==> config.mk <==
export PLATFORM = sky130hd
export DESIGN_NAME = cic_comb
export DESIGN_NICKNAME = d
export VERILOG_FILES = /design/src/rtl/cic_pkg.sv /design/src/rtl/comb_stage.sv /design/src/rtl/cic_comb.sv
export SDC_FILE = /design/constraint.sdc
export NUM_CORES = 1
export LEC_CHECK = 0
export CORE_MARGIN = 5
export CORE_UTILIZATION = 59
export DETAILED_ROUTE_END_ITERATION = 12
export GPL_TIMING_DRIVEN = 1
export PLACE_DENSITY = 0.9
export SETUP_SLACK_MARGIN = 0.15
export SLEW_MARGIN = 15
export SYNTH_ARGS = -nofsm -noshare
export SYNTH_HDL_FRONTEND = slang
export SYNTH_SLANG_ARGS = --single-unit
==> constraint.sdc <==
create_clock -name clk -period 7 [get_ports clk]
set_input_delay 1.05 -clock clk [delete_from_list [all_inputs] [get_ports clk]]
set_output_delay 1.05 -clock clk [all_outputs]
set_load 0.05 [all_outputs]
==> src/rtl/cic_pkg.sv <==
// Shared helpers for the CIC decimator: counter sizing and integrator bit growth.
package cic_pkg;

  // Width of a counter that spans 0..r-1 (never narrower than one bit).
  function automatic int unsigned cnt_width(int unsigned r);
    return (r < 2) ? 1 : $clog2(r);
  endfunction

  // CIC gain growth in bits; integrators size m as input width plus this.
  function automatic int unsigned gain_bits(int unsigned s, int unsigned r);
    return s * $clog2(r);
  endfunction

endpackage

==> src/rtl/comb_stage.sv <==
// One first-order differentiator: y = x - d, with d loaded from x when en is high.
module comb_stage #(
  parameter int unsigned m = 17
) (
  input  logic         clk,
  input  logic         clr,
  input  logic         en,
  input  logic [m-1:0] x,
  output logic [m-1:0] y
);

  logic [m-1:0] d_q;

  always_ff @(posedge clk) begin
    if (clr) begin
      d_q <= '0;
    end else if (en) begin
      d_q <= x;
    end
  end

  assign y = x - d_q;

endmodule

==> src/rtl/cic_comb.sv <==
// Decimating comb section of a CIC decimator: samples in every r clocks, s comb stages.
// Define CIC_COMB_ROUND_EN to round half up instead of truncating the dropped LSBs.
module cic_comb
  import cic_pkg::*;
#(
  parameter int unsigned m = 17,
  parameter int unsigned o = 16,
  parameter int unsigned r = 8,
  parameter int unsigned s = 3
) (
  input  logic         clk,
  input  logic         clr,
  input  logic [m-1:0] in,
  output logic [o-1:0] out,
  output logic         stb
);

  localparam int unsigned cw = cnt_width(r);
  localparam logic [cw-1:0] cnt_max = cw'(r - 1);

  logic [cw-1:0] cnt_q;
  logic          tick;
  logic [m-1:0]  x [s+1];
  logic [m-1:0]  xs_adj;
  logic [o-1:0]  out_q;
  logic          stb_q;

  assign tick = (cnt_q == cnt_max);

  always_ff @(posedge clk) begin
    if (clr) begin
      cnt_q <= '0;
    end else if (tick) begin
      cnt_q <= '0;
    end else begin
      cnt_q <= cnt_q + cw'(1);
    end
  end

  assign x[0] = in;

  for (genvar k = 0; k < s; k++) begin : g_stage
    comb_stage #(
      .m(m)
    ) u_stage (
      .clk(clk),
      .clr(clr),
      .en (tick),
      .x  (x[k]),
      .y  (x[k+1])
    );
  end

`ifdef CIC_COMB_ROUND_EN
  if (m > o) begin : g_round
    // Half an output LSB; the sum wraps in m bits like the rest of the datapath.
    localparam logic [m-1:0] round_inc = m'(1) << (m - o - 1);
    assign xs_adj = x[s] + round_inc;
  end else begin : g_no_round
    assign xs_adj = x[s];
  end
`else
  assign xs_adj = x[s];
`endif

  if (m > o) begin : g_drop_lsb
    logic unused_lsb;
    assign unused_lsb = ^xs_adj[m-o-1:0];
  end

  always_ff @(posedge clk) begin
    if (clr) begin
      out_q <= '0;
      stb_q <= 1'b0;
    end else begin
      stb_q <= tick;
      if (tick) begin
        out_q <= xs_adj[m-1 -: o];
      end
    end
  end

  assign out = out_q;
  assign stb = stb_q;

endmodule

==> reports/results.tsv, run 1 <==
stage	metric	value	unit
critical_path	slowest_delay	450	ps
timing	fmax	160	MHz
cells_and_area	regArea	1420	sq um
floorplanning	dieWidth	100	um
cts	cts.sink_count	71	
placement	placed_area	5210	sq um
cts	clockBufferDepth	2	
timing	whs	425	ps
timing	fin_crit_sh	0.892	
synth	syn_avg_cell_area	8.43	sq um
timing	period_minus_slack	6240	ps
grt	grt_pass1_wl	16.7	mm
synth	ys_seq_elements	71	
route	vias_per_cell	5.79	
run_status	outcome	complete, no violations	
critical_path	cpMaxStageDelayCell	clkdlybuf4s50_1	
timing	setup_violations	0	
cells_and_area	insertedDiodeCount	0	
critical_path	path_max_fanout	7	
grt	antenna_found_initial	0	
cts	postCtsSetupBuffers	0	
pwr	finalPower	1.16	mW
synth	async_reset_ff_frac	0	
cells_and_area	fill_cells	594	
route	routed_wl	9.86	mm
cts	numCtsBuffers	9	
synth	synth_edf_count	0	
pwr	max-vdd-ir-drop	0.126	mV
floorplanning	initial_utilization	0.612	
timing	final-hold-violation-count	0	
synth	yosysSeqAreaShare	0.297	
cts	clk_pin_slew	70	ps
job	maxCapViolCount	0	
floorplanning	die_y	100	um
cells_and_area	multi_input_area	3070	sq um
critical_path	worstSetupPathType	in -> reg	
timing	slew_headroom	0.303	
critical_path	worstPathCellList	clkdlybuf4s50_1 -> ha_1 -> nor2b_1 -> o21a_1 -> o21ai_0 -> a21boi_1 -> o21a_1 -> o21a_1 -> or2_1 -> xor2_1 -> ha_1 -> a21o_1 -> a31o_1 -> a221oi_1 -> xnor2_1 -> ha_1 -> or3_1 -> o21ai_0 -> o21ai_1 -> o31ai_1 -> xor2_1 -> xnor3_1 -> a211oi_2	
synth	synth.net_count	638	
timing	setup_tns	0	ps
timing	rsz0062_at_grt	false	
floorplanning	fp-row-count	32	
cts	clock-root-buffer	clkbuf_8	
pwr	p_leak	2.03	nW
cts	htreeDepth	3	
grt	grt-ovfl-total	0	
floorplanning	core_area	7810	sq um
cells_and_area	fin_area	5430	sq um
route	drtIter0Drc	208	
cts	cts_tree	yes	
critical_path	startpoint_type	input port	
cells_and_area	drive_gt1_frac	0.0431	
grt	grt_pass1_vias	3967	
timing	skew	7.73	ps
placement	port_buffers	35	
synth	synth_ff_type	dfxtp_1	
route	ant_nets	0	
route	wl_per_cell	14.0	um
cts	cts_resized	0	
cts	cts_hold_buffers	0	
floorplanning	io_pins	36	
critical_path	crit_path_end_kind	flip-flop	
cells_and_area	syn2layout_area_growth	13.7	%
timing	slew_viol_final	0	
route	drt_pass1_iterations	5	
grt	grt_use_total	0.201	
critical_path	crit_required	7270	ps
synth	yosys.cell_types.count	55	
cts	clkLatencyLatePin	350	ps
cells_and_area	nets	669	
timing	worst_slew_pin_slew	1050	ps
placement	place_hpwl	6.97	mm
placement	place_congestion	0.891	
route	vias	4080	
synth	ys_warn_count	0	
synth	syn_inst	567	
synth	netlist_area	4780	sq um
grt	grt_max_degree	76	
route	drc_errors	0	
pwr	power-per-cell-area	213	nW/um^2
worst_hold_path	min-delay-path-class	reg -> reg	
critical_path	cp.arrival	6510	ps
floorplanning	die_area	10000	sq um
==> registers in the layout, summed over array words and instances (netlist names) <==
signal               count
cnt_q                    3
g_stage.u_stage.d_q     51
stb                      1
out                     16
==> critical path, delay by kind of cell <==
kind | cells | cell delay (ps)
simple gates | 3 | 760
buf+inv | 1 | 450
xor+xnor | 4 | 770
compound gates | 12 | 2600
fa+ha+maj | 3 | 880
==> stage by stage <==
step,utilization,instances,setup slack (ps)
final,0.696,705,756
after global routing,0.696,705,419
after CTS,0.696,705,816
after detailed placement,0.667,689,565
after global placement,0.667,689,717
after floorplan,-,567,1470
==> routing by layer <==
layer	track usage	vias to the layer above	wire length (um)
met3	0.0396	24	484
met5	0	-	0
met2	0.366	125	4850
li1	-	2016	-
met4	0.0870	0	238
met1	0.226	1915	4290
==> logic make-up (layout without fill, tap and decap cells) <==
logic type,after synthesis,after routing,share of synthesized area
AOI/OAI and AO/OA,131,131,0.183
xor gates and xnor gates,42,42,0.0799
adders and majority gates,52,52,0.141
buffers and inverters,77,113,0.0621
DFF,71,71,0.297
muxes,46,46,0.0964
and+or+nand+nor,148,148,0.141
==> cell usage after synthesis, types with 2 or more instances <==
library cell / instances / area share
and3_1: 6 / 0.0079
nand2b_1: 7 / 0.0092
o21a_1: 10 / 0.016
nor4_1: 2 / 0.0026
or3_1: 3 / 0.0039
a21boi_0: 4 / 0.0063
nor2b_1: 6 / 0.0079
o21ai_0: 25 / 0.026
a21oi_2: 2 / 0.0037
a31o_1: 2 / 0.0037
inv_1: 58 / 0.046
nor2_1: 72 / 0.057
a211oi_1: 11 / 0.017
nand3_1: 3 / 0.0031
mux2i_1: 46 / 0.096
o21ai_1: 3 / 0.0031
nand2_1: 23 / 0.018
clkbuf_1: 9 / 0.0071
a21boi_1: 2 / 0.0031
o22ai_1: 5 / 0.0065
xor2_1: 13 / 0.024
ha_1: 49 / 0.13
nand4_1: 2 / 0.0026
a21o_1: 18 / 0.028
xnor2_1: 28 / 0.051
clkinv_1: 2 / 0.0016
a21oi_1: 29 / 0.030
dfxtp_1: 71 / 0.30
o21bai_1: 3 / 0.0047
fa_1: 3 / 0.013
a221oi_1: 2 / 0.0037
nor3_1: 14 / 0.015
and2_1: 5 / 0.0065
buf_1: 7 / 0.0055
o211ai_1: 2 / 0.0031
==> cell type report <==
| cell class | instances | share of cell area |
|---|---|---|
| Multi-Input combinational cell | 419 | 0.566 |
| Sequential cell | 71 | 0.262 |
| Timing Repair Buffer | 37 | 0.0663 |
| Inverter | 60 | 0.0415 |
| Clock buffer | 13 | 0.0293 |
| Tap cell | 102 | 0.0235 |
| Clock inverter | 3 | 0.0120 |
==> final timing paths <==
path                             startpoint        to  slack [ps]  cells after the start
setup reg to reg  g_stage[0].u_stage.d_q[1]   out[15]        1520                     23
setup / recovery                      in[1]   out[15]         760                     23
hold / removal                     cnt_q[0]  cnt_q[0]         430                      1
hold reg to reg                    cnt_q[0]  cnt_q[0]         430                      1
==> power by group <==
group / switching [mW] / total, mW / internal, mW
Combinational: 0.211 / 0.374 / 0.163
Sequential: 0.00181 / 0.409 / 0.407
Clock: 0.152 / 0.372 / 0.220
Total: 0.365 / 1.16 / 0.791
==> cell usage in the layout, fill, tap and decap left out, drive strengths merged, types with 18 or more instances in the layout <==
cell type       n
clkdlybuf4s50  34
nand2          23
a21o           18
ha             49
nor2           72
mux2i          46
inv            58
dfxtp          71
o21ai          28
xnor2          28
a21oi          31
Note: power is estimated with default switching activity, not from simulation.
==> inputs of run 2 (changes only) <==
Settings changed: SETUP_SLACK_MARGIN 0.15 to 0.5.
==> reports/results.tsv, run 2 (same netlist as run 1, synthesis figures left out) <==
stage	metric	value	unit
critical_path	worstPathCellList	clkdlybuf4s50_1 -> ha_1 -> nor2b_1 -> o21a_1 -> o21ai_1 -> a21boi_1 -> o21a_1 -> o21a_1 -> or2_1 -> xor2_1 -> ha_1 -> a21o_1 -> a31o_1 -> a221oi_1 -> xnor2_1 -> ha_1 -> or3_1 -> o21ai_0 -> o21ai_1 -> o31ai_1 -> xor2_1 -> xnor3_1 -> a211oi_2	
critical_path	slowest_delay	450	ps
route	drc_errors	0	
floorplanning	initial_utilization	0.612	
route	routed_wl	9.86	mm
critical_path	cp.arrival	6410	ps
placement	place_hpwl	6.97	mm
cts	postCtsSetupBuffers	0	
cts	clkLatencyLatePin	350	ps
worst_hold_path	hold_end	cnt_q[0]	
route	drt_pass1_iterations	5	
pwr	power-per-cell-area	213	nW/um^2
cts	cts_tree	yes	
timing	whs	425	ps
timing	slew_headroom	0.303	
placement	place_congestion	0.891	
grt	grt_pass1_vias	3967	
placement	port_buffers	35	
critical_path	path_max_fanout	7	
placement	placed_area	5210	sq um
critical_path	startpoint_type	input port	
critical_path	crit_path_end_kind	flip-flop	
grt	grt-ovfl-total	0	
route	ant_nets	0	
cells_and_area	largest_reg_flops	51	
floorplanning	die_area	10000	sq um
floorplanning	fp-row-count	32	
pwr	max-vdd-ir-drop	0.126	mV
cells_and_area	drive_gt1_frac	0.0431	
route	vias	4080	
cts	numCtsBuffers	9	
grt	grt_use_total	0.201	
cells_and_area	post_layout_nonfiller_instances	705	
floorplanning	die_y	100	um
critical_path	rr_startpoint	g_stage[0].u_stage.d_q[1]	
grt	antenna_found_initial	0	
cts	cts.sink_count	71	
grt	grt_max_degree	76	
timing	worst_slew_pin_slew	1050	ps
timing	period_minus_slack	6140	ps
timing	setup_tns	0	ps
timing	fmax	163	MHz
floorplanning	dieWidth	100	um
cells_and_area	mostFrequentLayoutCells	nor2_1 (72), dfxtp_1 (71), inv_1 (58)	
timing	final-hold-violation-count	0	
route	vias_per_cell	5.79	
floorplanning	io_pins	36	
job	maxCapViolCount	0	
placement	dp_cells	689	
timing	rsz0062_at_grt	false	
timing	skew	7.73	ps
cts	htreeDepth	3	
critical_path	r2r-end	out[15]	
grt	grt_pass1_wl	16.7	mm
route	drtIter0Drc	208	
route	wl_per_cell	14.0	um
pwr	p_leak	2.03	nW
critical_path	crit_required	7270	ps
cells_and_area	regMostFlops	g_stage.u_stage.d_q	
critical_path	r2r_slack	1620	ps
worst_hold_path	min-delay-path-class	reg -> reg	
worst_hold_path	min_path_cells	1	
cells_and_area	fin_area	5430	sq um
timing	slew_viol_final	0	
cells_and_area	final_common_cell	nor2_1	
run_status	outcome	complete, no violations	
timing	setup_violations	0	
cells_and_area	nets	669	
critical_path	worstSetupPathType	in -> reg	
cells_and_area	syn2layout_area_growth	13.7	%
critical_path	cpMaxStageDelayCell	clkdlybuf4s50_1	
critical_path	worstRegToRegCells	23	
cts	clk_pin_slew	70	ps
worst_hold_path	holdCritStartpoint	cnt_q[0]	
floorplanning	core_area	7810	sq um
timing	fin_crit_sh	0.877	
cts	clock-root-buffer	clkbuf_8	
cts	clockBufferDepth	2	
cells_and_area	insertedDiodeCount	0	
==> run 2: cell counts in the layout (fill, tap and decap cells not counted) <==
No cell type changed its count.
==> run 2: timing repair <==
action	4_1_cts	5_1_grt
hold buffers	0	0
resized for setup	0	1
setup endpoints to repair	0	1
endpoints found under the hold margin	0	0
==> run 2: worst max-delay path by stage <==
stage | startpoint | end | slack, ps | cells after the start
2_1_floorplan | in[1] | out[15] | 1470 | 22
3_3_place_gp | in[1] | out[15] | 720 | 23
3_5_place_dp | in[1] | out[15] | 560 | 23
4_1_cts | in[1] | out[15] | 820 | 23
5_1_grt | in[1] | out[15] | 540 | 23
6_report | in[1] | out[15] | 860 | 23
==> run 2: final cells by class <==
class                   instances  area, sq um
clock buffers                  13          159
fillers                       594         2380
flip-flops and latches         71         1420
well taps                     102          128
repair buffers                 37          360
clock inverters                 3         65.1
inverters                      60          225
multi-input cells             419         3070
==> run 2: per-layer routing <==
| metal | wire [um] | track usage | up-vias |
|---|---|---|---|
| li1 | - | - | 2016 |
| met1 | 4290 | 0.226 | 1915 |
| met2 | 4850 | 0.366 | 125 |
| met3 | 484 | 0.0396 | 24 |
| met4 | 238 | 0.0870 | 0 |
| met5 | 0 | 0 | - |
==> run 2: stage by stage <==
step                setup slack (ps)  total power, mW  utilization
detailed placement               565            0.780        0.667
global placement                 717            0.762        0.667
finish                           861             1.16        0.696
CTS                              816             1.15        0.696
global route                     538             1.21        0.696
floorplan                       1470            0.706            -
==> run 2: power by group <==
part	switching [mW]	internal [mW]
Sequential	0.00181	0.407
Clock	0.152	0.220
Combinational	0.211	0.163
==> run 2: critical path: cells and delay by family <==
family	cells	cell delay, ps
simple gates	3	760
xor+xnor	4	770
fa+ha+maj	3	880
compound gates	12	2510
buf+inv	1	450
==> RTL edit 1, RTL diff (settings of run 2) <==
`m` is set to 17 in 2 places; all go to 34.
--- a/src/rtl/comb_stage.sv
+++ b/src/rtl/comb_stage.sv
@@ -2,3 +2,3 @@
 module comb_stage #(
-  parameter int unsigned m = 17
+  parameter int unsigned m = 34
 ) (
--- a/src/rtl/cic_comb.sv
+++ b/src/rtl/cic_comb.sv
@@ -5,3 +5,3 @@
 #(
-  parameter int unsigned m = 17,
+  parameter int unsigned m = 34,
   parameter int unsigned o = 16,
Ports: changed (resized in); port bits go from 36 to 53. No check against the original RTL was run, so the function may have changed too.
==> RTL edit 1 against run 2 <==
- the run now ends with setup timing left
- sequential cell count increased by 51
- power increased by 150%
- final area increased by 120%
- worst setup slack got worse by 880 ps
- sequential power increased by 72%
- register-to-register slack got worse by 1300 ps
- wire length increased to 3.3 times the old value
- synthesized area increased by 87%
- largest power group is now combinational logic
==> RTL edit 1: results (changes against run 2) <==
{| class="wikitable"
! Metric !! Value
|-
| Iteration-0 DRC Markers || 1,254 (+500%)
|-
| Resize count post-CTS || 43 (+43)
|-
| Clock network fraction of design power || 0.315 (-0.007)
|-
| Hold Slack || 438.4 ps (+12.93 ps)
|-
| Total standard cell area after synthesis || 8932 sq um (+87%)
|-
| Count of input and output buffers || 52 (+49%)
|-
| Largest register FFs || 102 (+100%)
|-
| Via total after detailed routing || 9,663 (+140%)
|-
| Fin worst setup slack || -16.54 ps (-877.5 ps)
|-
| Post-detail-place hpwl || 15,200 um (+120%)
|-
| Worst setup startpoint || in[5]
|-
| Pin count of the biggest net entering global routing || 108 (+42%)
|-
| Leading post-synthesis cells by cell area || dfxtp_1 (27%), ha_1 (14%), mux2i_1 (10%)
|-
| Setup Viol. Count Final || 1 (+1)
|-
| Max stage delay on crit path || 480 ps (+30 ps)
|-
| Result of the run || complete, but fails checks
|-
| Aggregate negative setup slack || -16.54 ps (-16.54 ps)
|-
| Detailed-route wire length per cell || 22.67 um (+62%)
|-
| Seq/Total Area, Yosys || 0.2734 (-0.02403)
|-
| Launch point of the worst hold path || cnt_q[0]$_SDFF_PP0_
|-
| Clock latency on the worst-skew pair || 450 ps (+100 ps)
|-
| Violations in the final reports || setup timing
|-
| Endpoint required time on the critical path || 7350 ps (+80 ps)
|-
| H-tree depth || 4 (+1)
|-
| Number of filler cells placed in the layout || 756 (+27%)
|-
| Number of unique standard cell types used by synthesis || 69 (+25%)
|-
| P_seq || 0.702 mW (+72%)
|-
| Root Buffer Master || clkbuf_16
|-
| LEAKAGE || 4.510 nW (+120%)
|-
| Placed cell areas || 10,280 sq um (+97%)
|-
| Gr usage total || 0.2717 (+0.07100)
|-
| Origin of the critical flop-to-flop path || g_stage[0].u_stage.d_q[0]$_SDFFE_PP0P_
|-
| Worst setup slack before clock tree synthesis || -499.3 ps (-1064 ps)
|-
| Post-CTS setup-driven buffer insertion count || 13 (+13)
|-
| Worst-Margin Slew || 1205 ps (+159.1 ps)
|-
| Worst hold path depth || 1 (unchanged)
|-
| TritonCTS buffer count || 17 (+8)
|-
| Detailed-routing iteration count for the pre-antenna-repair pass || 9 (+4)
|-
| Total nets after synthesis || 1,225 (+92%)
|-
| Register-to-register path setup slack || 310 ps (-1310 ps)
|-
| Layout Skew || 13.75 ps (+6.021 ps)
|-
| Design Power || 2.847 mW (+150%)
|-
| Fraction of layout instances using a drive strength above 1 || 0.2215 (+0.1784)
|-
| Number of standard cells after synthesis || 1,087 (+92%)
|-
| Internal power consumption || 1.793 mW (+130%)
|-
| Cell depth of the worst flop-to-flop path || 32 (+39%)
|-
| Final Instance Count excl. Fillers || 1,443 (+100%)
|-
| Min-Delay Endpoint || cnt_q[0]$_SDFF_PP0_
|-
| Max IR drop VDD || 201.3 uV (+60%)
|}
[RTL edit 1: final cells by class]
type | count | share of cell area
repair buffers | 174 | 0.1242
well taps | 188 | 0.01992
clock buffers | 17 | 0.03603
multi-input cells | 807 | 0.5596
inverters | 120 | 0.03921
flip-flops and latches | 122 | 0.2069
clock inverters | 15 | 0.01420
[RTL edit 1: logic make-up (layout without fill, tap and decap cells)]
logic type,after synthesis,in the layout,share of synthesized area
xor gates and xnor gates,78,78,0.07802
adders and majority gates,102,102,0.1446
AOI/OAI and AO/OA,248,248,0.1860
and+or+nand+nor,289,289,0.1478
buffers and inverters,158,326,0.06934
DFF,122,122,0.2734
muxes,90,90,0.1009
[RTL edit 1: routing by layer]
metal | vias to the layer above | global-route usage | wire [um]
met3 | 310 | 0.06312 | 3161
met1 | 4420 | 0.3162 | 11670
met2 | 854 | 0.4698 | 15030
met4 | 0 | 0.1305 | 2863
li1 | 4079 | - | -
met5 | - | 0 | 0
==> RTL edit 2, RTL diff (flow settings as in run 2) <==
Without the edit above. Register the input `clr` before use. The logic sees it one clock later. The other inputs are not delayed to match.
--- a/src/rtl/cic_comb.sv
+++ b/src/rtl/cic_comb.sv
@@ -20,2 +20,8 @@
 
+  logic clr_q;
+
+  always_ff @(posedge clk) begin
+    clr_q <= clr;
+  end
+
   logic [cw-1:0] cnt_q;
@@ -30,3 +36,3 @@
   always_ff @(posedge clk) begin
-    if (clr) begin
+    if (clr_q) begin
       cnt_q <= '0;
@@ -46,3 +52,3 @@
       .clk(clk),
-      .clr(clr),
+      .clr(clr_q),
       .en (tick),
@@ -71,3 +77,3 @@
   always_ff @(posedge clk) begin
-    if (clr) begin
+    if (clr_q) begin
       out_q <= '0;
Check against the original RTL: not equivalent (Yosys sat finds a counterexample within 10 cycles, from zero or initial values).
==> RTL edit 2 against run 2 <==
- synthesized cell count grew 0.18%
- final area is essentially flat
- fmax grew 2.0%
- critical path depth is the same
- synthesized area grew 0.42%
- worst setup slack gained 120 ps
- power shrank 2.9%
- final cell count is the same
- clock skew shrank 3.1 ps
- clock power shrank 10%
- sequential power grew 1%
- wire length shrank 0.53%
- count of clock-buffer cells in the layout is the same
- sequential cell count grew 1
- critical path type unchanged
- critical endpoint unchanged
- largest power group unchanged
- highest routed layer unchanged
==> RTL edit 2: results (changes against run 2) <==
{| class="wikitable"
! Metric !! Value
|-
| Result of the run || completed
|-
| Origin of the critical flop-to-flop path || g_stage[0].u_stage.d_q[1]$_SDFFE_PP0P_
|-
| Total nets after synthesis || 639 (+0.16%)
|-
| Seq/Total Area, Yosys || 0.3004 (+0.002931)
|-
| Iteration-0 DRC Markers || 236 (+13%)
|-
| Detailed route wirelength on metal3 || 424 um (-12%)
|-
| Post-detail-place hpwl || 7066 um (+1.4%)
|-
| Most frequent cells after synthesis || dfxtp_1 (72), nor2_1 (72), inv_1 (58), ha_1 (49), mux2i_1 (46)
|-
| Number of global-route vias before repair || 3,880 (-2.2%)
|-
| Layout Skew || 4.582 ps (-3.149 ps)
|-
| Leading post-synthesis cells by cell area || dfxtp_1 (30%), ha_1 (13%), mux2i_1 (9.6%)
|-
| Final routed wirelength across all metal layers || 9805 um (-0.53%)
|-
| Resize count post-CTS || 0 (unchanged)
|-
| Pin count of the biggest net entering global routing || 76 (unchanged)
|-
| Met1 track utilization from global routing || 0.2458 (+0.01983)
|-
| First-pass GRT wire length || 16,860 um (+0.74%)
|-
| Met2 wire length || 4836 um (-0.21%)
|-
| Placed cell areas || 5226 sq um (+0.36%)
|-
| Post-synthesis register bit count || 72 (+1.4%)
|-
| Hold Slack || 431.8 ps (+6.367 ps)
|-
| GR Layer Usage met3 || 0.03336 (-0.006254)
|-
| Post-layout instance area || 5430 sq um (about the same)
|-
| Biggest register || g_stage.u_stage.d_q
|-
| Via total after detailed routing || 3,965 (-2.8%)
|-
| Number of filler cells placed in the layout || 613 (+3.2%)
|-
| Metal-1 WL || 4350 um (+1.4%)
|-
| Worst slew slack as a fraction of its limit || 0.2603 (-0.04234)
|-
| Flop pwr share || 0.370 (+0.016)
|-
| Number of unique standard cell types used by synthesis || 55 (unchanged)
|-
| Gr usage total || 0.2040 (+0.003278)
|-
| Design Power || 1.122 mW (-2.9%)
|-
| Combinational share of power || 0.333 (+0.009)
|-
| Cell depth of the worst flop-to-flop path || 23 (unchanged)
|-
| Final estimated routing congestion in global placement || 0.8803 (-1.2%)
|-
| LEAKAGE || 2.025 nW (-0.29%)
|-
| Met2 Track Usage GR || 0.3527 (-0.01313)
|-
| Register-to-register path setup slack || 1710 ps (+90 ps)
|-
| Switching part of the total || 0.3223 (+0.006582)
|}
-- RTL edit 2: cell count changes after synthesis, sizes merged --
cell,delta
dfxtp,+1
-- RTL edit 2: logic make-up after synthesis --
family | share of synthesized area
xor gates and xnor gates | 0.07953
DFF | 0.3004
muxes | 0.09596
and+or+nand+nor | 0.1400
adders and majority gates | 0.1403
AOI/OAI and AO/OA | 0.1820
buffers and inverters | 0.06180
-- RTL edit 2: metrics by stage --
step / instances / setup slack [ps]
final: 705 / 983.1
after floorplan: 568 / 1469
after global placement: 689 / 719.7
after global routing: 705 / 511.2
after detailed placement: 689 / 626.6
after CTS: 705 / 907.1
-- RTL edit 2: area by class of cell --
type,instances,area share
multi-input combinational,419,0.5668
sequential,72,0.2657
clock buffer,13,0.02926
tap,102,0.02350
inverter,60,0.04147
clock inverter,3,0.007373
timing repair buffer,36,0.06590
